File: src/rtl/signed_minmax_tracker.sv
// Streaming signed min/max reduction stage.
// Consumes one packet of two's-complement samples over a valid/ready stream,
// tracks the running minimum and maximum together with the index of their
// first occurrence, and presents a single held result beat after the last
// sample. The sample count saturates at 2^CNT_W-1 and flags the overflow.
module signed_minmax_tracker #(
    parameter int WIDTH = 32,
    parameter int CNT_W = 16
) (
    input  logic             clk,
    input  logic             rst_n,
    input  logic             in_valid,
    output logic             in_ready,
    input  logic [WIDTH-1:0] in_data,
    input  logic             in_last,
    output logic             out_valid,
    input  logic             out_ready,
    output logic [WIDTH-1:0] out_min,
    output logic [WIDTH-1:0] out_max,
    output logic [CNT_W-1:0] out_min_idx,
    output logic [CNT_W-1:0] out_max_idx,
    output logic [CNT_W-1:0] out_count,
    output logic             out_sat
);

    typedef enum logic [1:0] {
        IDLE,
        ACCUM,
        HOLD
    } state_t;

    localparam logic [CNT_W-1:0] CNT_MAX = '1;

    state_t           state;
    logic [WIDTH-1:0] min_q;
    logic [WIDTH-1:0] max_q;
    logic [CNT_W-1:0] min_idx_q;
    logic [CNT_W-1:0] max_idx_q;
    logic [CNT_W-1:0] count_q;
    logic             sat_q;

    logic             in_xfer;
    logic             new_min;
    logic             new_max;
    logic             cnt_full;

    // A sample moves only on a handshake; ready is a register, so there is
    // no combinational path from out_ready back to in_ready.
    assign in_xfer  = in_valid & in_ready;

    // Strict signed compares: equal values never displace the earlier index.
    assign new_min  = $signed(in_data) < $signed(min_q);
    assign new_max  = $signed(max_q) < $signed(in_data);

    // Once the count pins at its maximum, it doubles as the saturated index.
    assign cnt_full = (count_q == CNT_MAX);

    assign out_min     = min_q;
    assign out_max     = max_q;
    assign out_min_idx = min_idx_q;
    assign out_max_idx = max_idx_q;
    assign out_count   = count_q;
    assign out_sat     = sat_q;

    // Packet FSM: seed on the first beat, fold in later beats, then hold the
    // result until the consumer takes it.
    always_ff @(posedge clk or negedge rst_n) begin
        if (!rst_n) begin
            state     <= IDLE;
            in_ready  <= 1'b1;
            out_valid <= 1'b0;
            min_q     <= '0;
            max_q     <= '0;
            min_idx_q <= '0;
            max_idx_q <= '0;
            count_q   <= '0;
            sat_q     <= 1'b0;
        end else begin
            case (state)
                IDLE: begin
                    if (in_xfer) begin
                        min_q     <= in_data;
                        max_q     <= in_data;
                        min_idx_q <= '0;
                        max_idx_q <= '0;
                        count_q   <= CNT_W'(1);
                        sat_q     <= 1'b0;
                        if (in_last) begin
                            state     <= HOLD;
                            in_ready  <= 1'b0;
                            out_valid <= 1'b1;
                        end else begin
                            state <= ACCUM;
                        end
                    end
                end
                ACCUM: begin
                    if (in_xfer) begin
                        if (new_min) begin
                            min_q     <= in_data;
                            min_idx_q <= count_q;
                        end
                        if (new_max) begin
                            max_q     <= in_data;
                            max_idx_q <= count_q;
                        end
                        if (cnt_full) begin
                            sat_q <= 1'b1;
                        end else begin
                            count_q <= count_q + CNT_W'(1);
                        end
                        if (in_last) begin
                            state     <= HOLD;
                            in_ready  <= 1'b0;
                            out_valid <= 1'b1;
                        end
                    end
                end
                HOLD: begin
                    if (out_ready) begin
                        state     <= IDLE;
                        out_valid <= 1'b0;
                        in_ready  <= 1'b1;
                    end
                end
                default: begin
                    state     <= IDLE;
                    in_ready  <= 1'b1;
                    out_valid <= 1'b0;
                end
            endcase
        end
    end

endmodule

File: config.mk
export PLATFORM = sky130hd
export DESIGN_NAME = signed_minmax_tracker
export DESIGN_NICKNAME = d
export VERILOG_FILES = /design/src/rtl/signed_minmax_tracker.sv
export SDC_FILE = /design/constraint.sdc
export NUM_CORES = 1
export LEC_CHECK = 0
export ABC_CLOCK_PERIOD_IN_PS = 2970
export CAP_MARGIN = 10
export CORE_MARGIN = 5
export CORE_UTILIZATION = 51
export DETAILED_ROUTE_END_ITERATION = 8
export GPL_ROUTABILITY_DRIVEN = 0
export PLACE_DENSITY = 0.82
export SYNTH_ARGS = -nofsm -noshare
export SYNTH_HDL_FRONTEND = slang
export SYNTH_SLANG_ARGS = --single-unit
File: constraint.sdc
create_clock -name clk -period 2.97 [get_ports clk]
set_input_delay 0.594 -clock clk [delete_from_list [all_inputs] [get_ports clk]]
set_output_delay 0.594 -clock clk [all_outputs]
set_load 0.005 [all_outputs]
# Word level (Yosys, flattened, before mapping)
# Index checks and enable logic that the tools add are counted.
[totals] input_bits=37 regBits=117
[op_classes] n_reduce_logical=9 n_eq_ne=13 order_cmp=2 mux=36 add_sub_neg=1 bitwise=1
[ops] cell="32-bit two-way mux" count=5
[ops] cell="16-bit two-way mux" count=8
[ops] cell="32-bit one-hot mux with 2 select lines" count=2
[ops] cell="16-bit one-hot mux with 2 select lines" count=3
[ops] cell="32-bit < comparator" count=2
[ops] cell="4-bit AND reduction" count=5
[ops] cell="16-bit by 1-bit adder with 16-bit output (second input constant)" count=1
[ops] cell="16-bit == test (second input constant)" count=1
[ops] cell="2-bit != test (second input constant)" count=8
[ops] cell="2-bit two-way mux" count=5
[ops] cell="1-bit two-way mux" count=9
[ops] cell="1-bit one-hot mux with 2 select lines" count=3
[ops] cell="2-bit one-hot mux with 3 select lines" count=1
[ops] cell="2-bit by 1-bit != test with 1-bit output (second input constant)" count=2
[ops] cell="3-bit AND reduction" count=1
[ops] cell="2-bit by 1-bit == test with 1-bit output (second input constant)" count=1
[ops] cell="2-bit == test (second input constant)" count=1
[ops] cell="2-bit logical NOT" count=1
[ops] cell="2-bit nonzero test" count=1
[ops] cell="2-bit OR reduction" count=1
[ops] cell="1-bit AND" count=1

# Longest topological paths before layout
# Gate-level depths: netlist of the first run.
[logic_depth] word_depth=4 ltp_mapped=12 depth_no_buf=9

# Least setup slack after synthesis of the first run
# OpenSTA, ideal clock, no wires.
[synth_path] path_kind="input -> register" startpoint="in in_data[31]" endpoint="reg min_q[0] (netlist: out_min[0])" setup_slack_ns=0.328 required_ns=2.845 path_stages=10 arrival_ns=2.517 path_cell_list="ha_1 buf_2 nand4_2 nor4_2 a221oi_2 nand2_1 nor2_1 a211oi_2 buf_4 mux2_2"
[synth_between] elab_chain_cells=3
[synth_lines] item="from (decl)" line_no="14" text="input logic [WIDTH-1:0] in_data,"
[synth_lines] item="32-bit < comparator" line_no="52" text="assign new_min = $signed(in_data) < $signed(min_q);"
[synth_lines] item="2-bit != test (no line)"
[synth_lines] item="4-bit AND reduction (no line)"
[synth_lines] item="to (signal assigned)" line_no="82" text="min_q <= in_data;"
[synth_lines] item="to (signal assigned)" line_no="100" text="min_q <= in_data;"
[synth_lines] item="to (decl)" line_no="35" text="logic [WIDTH-1:0] min_q;"
# Every way passes these cells.
# A chain may end at the register's enable or synchronous reset.

# Worst setup path after layout of the first run
[layout_path] startpoint="in in_data[23]" endpoint="reg min_idx_q[3] (netlist: out_min_idx[3])"
[layout_between] elab_chain_cells=3
[layout_lines] item="32-bit < comparator" line_no="52"
[layout_lines] item="2-bit != test (no line)"
[layout_lines] item="4-bit AND reduction (no line)"
[layout_lines] item="to (signal assigned)" line_no="101" text="min_idx_q <= count_q;"
[layout_lines] item="to (decl)" line_no="37" text="logic [CNT_W-1:0] min_idx_q;"
# Every way passes these cells.

==> implementation parameters, run 1 <==
Parameter                              Value

Worst setup path
  Worst Reg2Reg Path Length in Cells    12
  Worst path max stage delay    0.51 ns
  Worst setup path class    input pin to flip-flop
  Arrival time at the worst endpoint    3.29 ns
  List of cells traversed by the critical path    clkdlybuf4s50_1 > ha_4 > nand4_1 > buf_4 > nor4_4 > a221oi_4 > a211oi_2 > buf_4 > a211oi_4 > buf_4 > buf_6 > a221o_1
  Startpoint Class    input pin
  Required arrival time at the worst endpoint    3.26 ns
  Worst-case register-to-register setup slack    0.23 ns
  Crit end category    flip-flop
  Total stage count of the critical path    12
  Largest fanout on the critical path    16
  Number of buffers and inverters on the critical path    5
  Cell type group with the largest total delay on the critical path    buffers and inverters
  CP dominant cell by count    buf_4
  Launch point of the worst reg-to-reg path    out_min[23]
  Slowest stage cell on the critical path    clkdlybuf4s50_1
  FF-to-FF End    out_min_idx[3]

STA
  WHS    0.1658 ns
  Final hold vios    0
  Final period demand of the worst path    2.996 ns
  Number of pins exceeding their max-slew limit in the final report    0
  Fmax    333.8 MHz
  Worst clock skew    0.005616 ns
  Share of the clock period used by the worst path after layout    100.9%
  Rel. slew slack    54.08%
  Setup violations, final    15
  Tightest Pin Transition    0.6869 ns
  RSZ-0062 raised after global routing    yes
  Slack of the critical path    -0.02612 ns

Logic synthesis
  Register area share after synthesis    44.53%
  Main synth FF type    dfrtp_1
  Synthesized-area fraction occupied by and/or/nand/nor cells    12.88%
  Post-synth design cell area    6578 um2
  Synth Area in XOR/XNOR    0.7989%
  Multiplexer fraction of the synthesized cell area    5.802%
  Yosys warns    0
  Adder-cell area share of the yosys netlist    11.98%
  Post-Synthesis Net Count    761
  Cell count after synthesis    661
  Mean Syn Cell Area    9.951 um2
  Asr flop ratio synth    100.0%
  Largest family of logic cells by synthesized area    compound AO/OA/AOI/OAI gates
  Number of enable flip-flop cells after synthesis    0
  Leading cell types by total area after synthesis    dfrtp_1, ha_1, o21ai_0
  Proportion of netlist area held by the largest area contributor    44.13%
  Flip-flop and latch count after synthesis    117
  Synthesized-area fraction occupied by ao, oa, aoi and oai cells    17.08%
  Largest area contributor in the netlist    dfrtp_1
  Number of distinct library cells after synthesis    58

Cells and area
  Post-Layout Cell Count    1,044
  Area of all placed cells without fillers    9485 um2
  Number of nets in the layout    959
  Layout cells sized above 1    14.68%
  Most used cells in the layout excluding fill and tap cells    clkdlybuf4s50_1, dfrtp_1, inv_1, ha_1, o21ai_0
  Most common cell after layout, fill and taps aside    clkdlybuf4s50_1
  Syn-to-layout area delta    44.21%
  ANT cells    0

Detailed routing
  Routed length per instance    19.81 um
  Number of nets with antenna violations after detailed routing    0
  Residual DRC count    0
  Routed Wire Length    20,680 um
  First-pass iteration count of the detailed router    5
  Via-per-instance ratio    5.891
  Via Count    6,150
  Number of violations reported at the end of detailed-routing iteration 0    669

Power
  Clock share of power    54.3%
  Logic pwr share    5.8%
  Share of total power consumed by net switching    21.96%
  Worst VDD drop    0.2837 mV
  Design internal power    3.121 mW
  Switching power of the nets    0.8781 mW
  LEAKAGE    4.746 nW
  Total Power    3.999 mW
  Cell area power density    421.6 nW/um2
  Sequential Power Share    39.9%

GRT
  Residual overflow from global routing    0
  Pin count of the biggest net entering global routing    78
  Aggregate global-route resource usage    26.20%
  Global-route wire length before repair    31,190 um
  Antenna violations before repair    0
  Vias in the first global route    6,059

Die
  Count of boundary I/O pins    152
  Starting utilization of the core area    52.12%
  Core outline area    12,620 um2
  Chip height    123.6 um
  Row cnt    41
  Floorplan die width    123.6 um
  Die Area    15,270 um2

Clocking
  Number of CTS-inserted buffers    17
  Clk_lat worst skew    0.41 ns
  Cell at the root of the clock tree    clkbuf_16
  Max Root-Sink Buffers    2
  # hold bufs at CTS    0
  Number of H-tree branching levels    4
  Clock Sinks    117
  Clock Pin Slew Worst Setup and Hold Paths    0.06 ns
  TritonCTS clock tree    yes

Placed design
  Dpl hpwl    14,230 um
  Cell area after placement    8655 um2
  PortBufs    151
  Count of placed standard cells including taps    1,009

Status
  Violated checks    negative setup slack
  Outcome    finished, violations left

Run
  Number of max-cap violations    0

Worst hold path
  Worst min path class    input pin to async pin
## routing by layer
layer,part of all wire (%),routed length (um),up-vias,global-route usage (%)
li1,-,-,2768,-
met1,40,8326,3004,34.81
met2,50,10250,318,42.78
met3,7.5,1560,60,5.032
met4,2.6,540,0,9.619
met5,0,0,-,0
## registers in the layout, summed over array words and instances, names as in the netlist
signal / cells
out_max_idx: 16
state: 2
out_sat: 1
in_ready: 1
out_valid: 1
out_max: 32
out_min_idx: 16
out_count: 16
out_min: 32
## cell families (layout without fill, tap and decap cells)
kind of cell               count (synthesis)  count (layout)
AOI/OAI and AO/OA                        174             174
and+or+nand+nor                          160             160
DFF                                      117             117
buffers and inverters                    104             315
adders and majority gates                 63              63
muxes                                     37              37
xor gates and xnor gates                   6               6
## power by group through the flow
| stage | combinational (mW) | clock [mW] | sequential (mW) |
|---|---|---|---|
| floorplan | 0.0678 | 0 | 1.62 |
| global placement | 0.207 | 0 | 1.62 |
| detailed placement | 0.216 | 0 | 1.62 |
| CTS | 0.221 | 2.19 | 1.60 |
| global route | 0.255 | 2.27 | 1.59 |
| finish | 0.233 | 2.17 | 1.60 |
## synthesized netlist by cell type (all sizes together), types with 2 or more instances
library cell,number
dfrtp,116
ha,63
nand2b,4
a22o,16
o31ai,3
a221oi,2
and4,3
nand4,12
or2,3
o221ai,2
nor4,5
buf,15
a21oi,31
o21a,3
a211o,2
nor2,22
a211oi,3
nor3,24
or3,5
nand2,39
clkbuf,21
nor3b,13
o21ai,79
inv,68
xnor2,5
nand3,24
a21o,10
nand3b,2
mux2i,34
a221o,15
mux2,3
## through the flow
stage	worst slack (ns)	TNS, ns	util [%]
finish	-0.02612	-0.1585	75.16
global route	-0.1107	-3.389	75.16
CTS	0.01109	0	73.82
detailed placement	-0.4746	-36.76	68.58
global placement	-0.4140	-31.10	68.58
floorplan	0.3284	0	-
## cell type report
| type | instances | area [um2] |
|---|---|---|
| multi-input combinational | 440 | 3351 |
| fill | 867 | 3134 |
| timing repair buffer | 215 | 2111 |
| clock buffer | 19 | 442.9 |
| inverter | 68 | 255.2 |
| tap | 172 | 215.2 |
| sequential | 117 | 2929 |
| clock inverter | 13 | 181.4 |
## what timing repair did
action,in CTS,in global routing
gates cloned,0,2
resized for setup,7,25
setup buffers,0,1
pin swaps,4,11
endpoints found under the setup margin,48,96
## how the worst max path moves through the flow
stage                          end         from
floorplan               out_min[0]  in_data[31]
global placement        out_min[0]  in_data[25]
detailed placement     out_min[18]  in_data[25]
CTS                    out_max[20]  in_data[27]
global route           out_max[19]  in_data[23]
finish              out_min_idx[3]  in_data[23]
Note: power is estimated with default switching activity, not from simulation.
==> inputs of run 2 (changes only) <==
GPL_ROUTABILITY_DRIVEN = default   (was 0)
==> implementation parameters, run 2 (synthesis gave the netlist of run 1 again) <==
Parameter                              Value

Power
  Logic pwr share    5.8% (about the same)
  Share of total power consumed by net switching    21.40% (-0.56 points)
  Design internal power    3.073 mW (-1.5%)
  Switching power of the nets    0.8366 mW (-4.7%)
  Worst VDD drop    0.3080 mV (+8.6%)
  LEAKAGE    4.740 nW (-0.14%)
  Total Power    3.910 mW (-2.2%)
  Clock share of power    53.3% (-1.0 points)
  Cell area power density    416.2 nW/um2 (-1.3%)
  Sequential Power Share    40.8% (+0.9 points)

STA
  Worst clock skew    0.008337 ns (+0.002721 ns)
  Final hold vios    0 (unchanged)
  Share of the clock period used by the worst path after layout    98.29% (-2.6 points)
  Slack of the critical path    0.05069 ns (+0.07681 ns)
  Rel. slew slack    52.59% (-1.5 points)
  RSZ-0062 raised after global routing    yes
  Final period demand of the worst path    2.919 ns (-0.07681 ns)
  Fmax    342.5 MHz (+2.6%)
  Tightest Pin Transition    0.7111 ns (+0.02420 ns)
  Number of pins exceeding their max-slew limit in the final report    0 (unchanged)
  Setup violations, final    0 (-15)

Placed design
  Worst setup slack after placement    -0.5030 ns (-0.02839 ns)
  Cell area after placement    8662 um2 (about the same)
  PortBufs    151 (unchanged)
  Count of placed standard cells including taps    1,010 (+0.099%)
  Dpl hpwl    14,480 um (+1.8%)
  Final weighted congestion of routability-driven global placement    0.9183

Clocking
  Clock Pin Slew Worst Setup and Hold Paths    0.05 ns (about the same)
  TritonCTS clock tree    yes
  Max Root-Sink Buffers    2 (unchanged)
  Clk_lat worst skew    0.42 ns (about the same)
  Clock Sinks    117 (unchanged)
  Cell at the root of the clock tree    clkbuf_16
  Number of H-tree branching levels    4 (unchanged)
  Number of CTS-inserted buffers    17 (unchanged)

Worst setup path
  Worst Reg2Reg Path Length in Cells    10 (-2)
  Launch point of the critical path    in_data[23]
  Largest fanout on the critical path    4 (-12)
  FF-to-FF End    out_min[0]
  Worst setup path class    input pin to flip-flop
  Arrival time at the worst endpoint    3.22 ns (-0.07 ns)
  Crit path capture    out_min[0]
  Startpoint Class    input pin
  Launch point of the worst reg-to-reg path    out_min[30]
  Worst-case register-to-register setup slack    0.27 ns (+0.04 ns)
  Required arrival time at the worst endpoint    3.27 ns (about the same)
  Crit end category    flip-flop

GRT
  Global-route wire length before repair    31,620 um (+1.4%)
  Pin count of the biggest net entering global routing    53 (-32%)
  Vias in the first global route    6,238 (+3.0%)
  Residual overflow from global routing    0 (unchanged)
  Antenna violations before repair    0 (unchanged)
  Aggregate global-route resource usage    26.42% (+0.22 points)

Cells and area
  Most common cell after layout, fill and taps aside    clkdlybuf4s50_1
  Syn-to-layout area delta    42.82%
  Post-Layout Cell Count    1,045 (+0.096%)
  Final Core Density    74.44% (-0.72 points)
  Layout cells sized above 1    14.32% (-0.36 points)
  Most used cells in the layout excluding fill and tap cells    clkdlybuf4s50_1, dfrtp_1, inv_1, o21ai_0, ha_1
  Sequential cell area    2929 um2 (unchanged)
  ANT cells    0 (unchanged)
  Fillcell total    903 (+4.2%)
  Number of nets in the layout    960 (+0.10%)
  Area used by multi-input combinational logic    3262 um2 (-2.7%)
  Area of all placed cells without fillers    9394 um2 (-0.96%)

Status
  Outcome    finished, final reports clean

Die
  Die Area    15,270 um2 (unchanged)
  Row cnt    41 (unchanged)
  Count of boundary I/O pins    152 (unchanged)
  Floorplan die width    123.6 um (unchanged)
  Core outline area    12,620 um2 (unchanged)
  Chip height    123.6 um (unchanged)
  Starting utilization of the core area    52.12% (unchanged)

Detailed routing
  Residual DRC count    0 (unchanged)
  Number of violations reported at the end of detailed-routing iteration 0    569 (-15%)
  First-pass iteration count of the detailed router    5 (unchanged)
  Via-per-instance ratio    5.806 (-1.4%)
  Number of nets with antenna violations after detailed routing    0 (unchanged)
  Routed Wire Length    20,010 um (-3.3%)
  Routed length per instance    19.14 um (-3.4%)
  Via Count    6,067 (-1.3%)

Run
  Number of max-cap violations    0 (unchanged)

Worst hold path
  Worst min path class    input pin to async pin
==> run 2: worst min-delay path by stage <==
stage / start / endpoint / slack, ns
after floorplan: rst_n / out_count[0] / 0.30
after global placement: out_max_idx[2] / out_max_idx[2] / 0.48
after detailed placement: out_max_idx[9] / out_max_idx[9] / 0.48
after CTS: rst_n / out_min[19] / 0.23
after global routing: rst_n / out_min[19] / 0.27
final: rst_n / out_min[19] / 0.22
==> run 2: layout make-up <==
type                       count  share of cell area, %
tap                          172                  2.291
clock buffer                  21                  5.008
clock inverter                11                  1.385
sequential                   117                  31.18
multi-input combinational    440                  34.72
inverter                      68                  2.717
timing repair buffer         216                  22.70
==> run 2: power by group through the flow <==
stage                     combinational [mW]  clock [mW]  sequential (mW)
after CTS                              0.224        2.10             1.60
after global routing                   0.252        2.17             1.59
after global placement                 0.210           0             1.62
after detailed placement               0.219           0             1.62
final                                  0.228        2.09             1.60
after floorplan                       0.0678           0             1.62
==> run 2: metal layers <==
metal	wire (um)	vias up	GRT usage, %
met5	0	-	0
li1	-	2769	-
met4	374	0	9.481
met3	1341	35	5.124
met2	10130	251	44.31
met1	8160	3012	34.14
==> run 2: critical path, stage by stage <==
cell and delay [ns]:
clkdlybuf4s50_1 0.46, ha_1 0.35, nand4_1 0.21, nor4_2 0.33, buf_4 0.17, a21boi_4 0.17
nand2_2 0.10, a211oi_4 0.31, buf_6 0.18, mux2_2 0.34
==> run 2: per-stage QoR <==
step / setup TNS, ns / hold slack (ns)
floorplan: 0 / 0.2984
global placement: -30.14 / 0.4818
detailed placement: -40.14 / 0.4848
CTS: 0 / 0.2281
global route: -0.2076 / 0.2656
finish: 0 / 0.2181
==> run 2: repair_timing <==
item / 4_1_cts / 5_1_grt
cloned: 0 / 2
endpoints found under the setup margin: 44 / 87
buffers inserted: 0 / 1
hold buffers: 0 / 0
pin swaps: 2 / 7
gates resized for setup: 3 / 17
==> patch 1: new RTL, settings of run 2 <==
Re-encode `state_t` (3 states) as one-hot, 3 bits wide.
--- a/src/rtl/signed_minmax_tracker.sv
+++ b/src/rtl/signed_minmax_tracker.sv
@@ -25,6 +25,6 @@
 
-    typedef enum logic [1:0] {
-        IDLE,
-        ACCUM,
-        HOLD
+    typedef enum logic [2:0] {
+        IDLE  = 3'b001,
+        ACCUM = 3'b010,
+        HOLD  = 3'b100
     } state_t;
Formal check against the unedited RTL: no difference found for any inputs over 4 cycles, from zero or initial values and one cycle with rst_n low; so few cycles prove little.
==> patch 1 against run 2 <==
  * Sequential cell count rose by 1
  * Cell area down 1.1%
  * Worst setup slack better by 0.028 ns
  * Wire length is 12% lower
  * Area after synthesis shrank 3.8%
  * Sequential share of layout area up 0.64 points
  * Core utilization grew 2.2 points
Power is not compared: it rests on default switching activity, and its combinational part moved more than twofold at a synthesized area within 25%.
==> patch 1: results (changes against run 2) <==
grt_pass1_vias: 5667  # -9.2%
drive_gt1_share_pct: 18.3  # +4.0 points
fillCellCount: 785  # -13%
hold_path.class: "input port to asynchronous set/reset pin"
vias_per_cell: 5.35  # -7.8%
die_area_sq_mm: 0.0147  # -3.5%
crit_path_top_delay_cell: "clkdlybuf4s50_1"
drt-initial-drc-count: 251  # -56%
cp_slowest_stage_delay_ns: 0.52  # +0.06 ns
status: "finished clean"
track_usage_pct: 23.3  # -3.1 points
wire_per_inst_um: 18.0  # -5.9%
clk-insertion-delay-late_ns: 0.40  # -0.02 ns
dp_hpwl_um: 12500  # -14%
slew_headroom_pct: 44.0  # -8.6 points
cp.arrival_ns: 3.18  # -0.04 ns
yosys-top-cells-area: "dfrtp_1, ha_1, mux2i_1, mux2_2, inv_1"
skew_ns: 0.00642  # -0.00191 ns
syn_nets: 685  # -10%
pre_cts_slack_ns: -0.493  # +0.00983 ns
synth_cell_types: 55  # -5.2%
ys_seq_area_share_pct: 46.7  # +2.2 points
grt_max_degree: 60  # +13%
fin_nets: 898  # -6.5%
synth_common_cells: "dfrtp_1, inv_1, ha_1, nand2_1, mux2i_1"
drc: 0  # unchanged
place_congestion: 0.854  # -7.0%
critPathMaxFanout: 6  # +2
placed_cell_area_sq_mm: 0.00840  # -3.1%
grt_pass1_wl_um: 27200  # -14%
dr.pass1.iters: 6  # +1
patch 1: cells by family (layout without fill, tap and decap cells):
group,count (synthesis),in the layout,share of synthesized area [%]
AOI/OAI and AO/OA,85,85,9.02
xor gates and xnor gates,13,13,1.80
adders and majority gates,63,63,12.5
buffers and inverters,97,321,6.56
DFF,118,118,46.7
muxes,82,82,14.0
and+or+nand+nor,127,127,9.49
patch 1: stage by stage:
| step | hold slack, ns | TNS, ns | total power [mW] | cells | util, % |
|---|---|---|---|---|---|
| after floorplan | 0.298 | 0 | 4.47 | 585 | - |
| after detailed placement | 0.479 | -36.97 | 6.41 | 936 | 69.3 |
| final | 0.0521 | 0 | 8.89 | 977 | 76.7 |
| after CTS | 0.0524 | 0 | 8.59 | 967 | 74.4 |
| after global placement | 0.470 | -27.16 | 6.26 | 936 | 69.3 |
| after global routing | 0.0566 | -1.85 | 9.41 | 977 | 76.7 |
patch 1: layer usage:
layer,global-route usage (%),vias to the layer above,part of all wire (%)
met5,0,-,0
met4,7.98,0,2.3
met3,8.02,41,7.6
met2,40.0,178,50
met1,27.0,2559,40
li1,-,2452,-
patch 1: power breakdown:
part | switching (mW) | total [mW] | internal (mW)
Clock | 0.718 | 2.11 | 1.40
Combinational | 1.83 | 4.23 | 2.40
Sequential | 0.420 | 2.54 | 2.12
patch 1: path summary, 6_finish.rpt:
| check | cells after the start | from | to | slack [ns] |
|---|---|---|---|---|
| setup reg to reg | 10 | out_max[30] | out_max[25] | 0.20 |
| hold reg to reg | 1 | out_min_idx[15] | out_min_idx[15] | 0.50 |
| min in group clk | 1 | out_min_idx[15] | out_min_idx[15] | 0.50 |
| hold / removal | 1 | rst_n | out_max[7] | 0.05 |
| setup / recovery | 12 | in_data[7] | out_max[25] | 0.08 |
| max in group asynchronous | 2 | rst_n | out_max[22] | 2.09 |
patch 1: layout make-up:
cell class	instances	area share, %
well taps	168	2.26
clock inverters	8	1.32
repair buffers	211	23.2
multi-input cells	370	33.0
flip-flops and latches	118	31.8
inverters	80	3.23
clock buffers	22	5.21
patch 1: timing repair:
item,4_1_cts,5_1_grt
setup endpoints to repair,47,94
resized for setup,1,36
buffers inserted,1,6
cloned,0,4
hold buffers,0,0
pin swaps,2,10
==> patch 2: new RTL, config.mk and constraints of run 2 <==
Made on the original files. Set the parameter `WIDTH` to 64 (it was 32).
--- a/src/rtl/signed_minmax_tracker.sv
+++ b/src/rtl/signed_minmax_tracker.sv
@@ -6,3 +6,3 @@
 module signed_minmax_tracker #(
-    parameter int WIDTH = 32,
+    parameter int WIDTH = 64,
     parameter int CNT_W = 16
Interface: changed (resized in_data, out_max and out_min); port bits go from 152 to 248. No check against the original RTL was run, so the function may have changed too.
==> patch 2 against run 2 <==
  * The run now ends with setup timing left
  * Sequential power increased by 54%
  * Area after synthesis increased by 56%
  * Register-to-register slack got worse by 0.80 ns
  * Power increased by 37%
  * Wire length increased by 110%
  * Clock skew increased by 0.011 ns
  * Sequential cell count increased by 64
  * Worst setup slack got worse by 0.58 ns
  * Cell area increased by 76%
  * Global-route usage increased by 4.6 points
  * Sequential share of layout area decreased by 3.8 points
  * Largest power group is now sequential cells
==> patch 2: results (changes against run 2) <==
status: "finished with violations"
violations: "setup timing"
synth_warnings: 0  # unchanged
cts.htree.levels: 4  # unchanged
power.switching_mw: 1.48  # +77%
yosys-top-cells-area: "dfrtp_1, ha_1, mux2i_1, inv_1, mux2_4"
antenna_found_initial: 3  # +3
ir_drop_uv: 375  # +22%
dp.cells: 1569  # +55%
cts_resized: 215  # +212
vias_per_cell: 5.94  # +2.4%
clk_pin_slew_ns: 0.08  # +0.03 ns
syn_avg_cell_area_sq_um: 11.4  # +15%
met1_usage_pct: 36.3  # +2.1 points
numCtsBuffers: 17  # unchanged
syn_nets: 1097  # +44%
pg_seq_mw: 2.46  # +54%
clockBufferDepth: 2  # unchanged
worst_slew_pin_slew_ns: 0.739  # +0.0276 ns
antenna_left: 0  # unchanged
synth_compound_area_share_pct: 11.2  # -5.9 points
vias: 9865  # +63%
cp_slowest_stage_delay_ns: 0.52  # +0.06 ns
ys_seq_area_share_pct: 44.1  # -0.42 points
p_leak_nw: 9.06  # +91%
synth_common_cells: "dfrtp_1, inv_1, ha_1, mux2i_1, a21oi_1"
pre_cts_slack_ns: -1.09  # -0.589 ns
setup_viol: 160  # +160
track_usage_pct: 31.0  # +4.6 points
synthXorXnorAreaFrac_pct: 0.853  # +0.054 points
grt_pass1_wl_um: 57500  # +82%
synth_adder_area_share_pct: 15.5  # +3.5 points
fillCellCount: 1006  # +11%
crit_path_top_delay_cell: "o311ai_2"
switching_share_pct: 27.7  # +6.3 points
hold_path.class: "input port to asynchronous set/reset pin"
wire_per_inst_um: 25.1  # +31%
dr.pass1.iters: 8  # +3
grt_use_met2_pct: 53.0  # +8.7 points
cp.arrival_ns: 3.85  # +0.63 ns
skew_ns: 0.0198  # +0.0115 ns
drive_gt1_share_pct: 34.2  # +20 points
grt_pass1_vias: 10400  # +67%
clk-insertion-delay-late_ns: 0.46  # +0.04 ns
critPathMaxFanout: 9  # +5
post_cts_buffers: 30  # +30
use_met3_pct: 5.97  # +0.85 points
place_congestion: 0.902  # -1.7%
grt_max_degree: 74  # +40%
dp_hpwl_um: 23300  # +61%
synth-async-reset-ratio_pct: 100  # unchanged
combinationalPower_uw: 509  # +120%
synth_cell_types: 57  # -1.7%
synthMuxAreaShare_pct: 14.5  # +8.7 points
cts-root-buf: "clkbuf_16"
drt-initial-drc-count: 686  # +21%
path_delay_family: "compound AO/OA/AOI/OAI gates"
postLayoutSetupSlackWorst_ns: -0.530  # -0.581 ns
io_buffers: 247  # +64%
## patch 2: cell types whose count changed after synthesis, sizes merged, moves of 23 or more
cell and change:
a21o +23, inv +65, dfrtp +64, mux2 +63, ha +64, mux2i +29
o21ai -58
## patch 2: path summary, 6_finish.rpt
path	start	endpoint	slack (ns)	cells after the start
max in group asynchronous	rst_n	out_min[60]	2.00	2
hold / removal	rst_n	out_min[33]	0.18	1
setup reg to reg	out_min[3]	out_min[63]	-0.53	13
setup / recovery	out_min[3]	out_min[63]	-0.53	13
min in group clk	in_data[37]	out_max[37]	0.44	2
hold reg to reg	out_min_idx[12]	out_min_idx[12]	0.51	1
## patch 2: per-layer routing
| layer | up-vias | part of all wire, % |
|---|---|---|
| met1 | 4876 | 36 |
| met3 | 239 | 6.7 |
| met5 | - | 0 |
| met4 | 0 | 7.4 |
| met2 | 572 | 50 |
| li1 | 4178 | - |
## patch 2: cells by family after synthesis
kind of cell / after synthesis
mux: 129
compound gates: 162
buf+inv: 158
flops: 181
xor+xnor: 10
fa+ha+maj: 127
simple gates: 134
## patch 2: area by class of cell
| class | count | area [sq um] | area share (%) |
|---|---|---|---|
| antenna | 3 | 7.51 | 0.0454 |
| multi-input combinational | 562 | 5920 | 35.8 |
| clock buffer | 18 | 439 | 2.65 |
| timing repair buffer | 479 | 4640 | 28.0 |
| inverter | 133 | 499 | 3.02 |
| clock inverter | 14 | 173 | 1.04 |
| sequential | 181 | 4530 | 27.4 |
| tap | 270 | 338 | 2.04 |
## patch 2: per-stage QoR
stage / instance area (sq um) / hold slack, ns / TNS [ns]
after global routing: 16500 / 0.233 / -68.80
after CTS: 16100 / 0.207 / -13.97
after detailed placement: 14400 / 0.491 / -150.31
final: 16500 / 0.177 / -55.67
after floorplan: 10300 / 0.298 / 0
after global placement: 14400 / 0.488 / -135.46
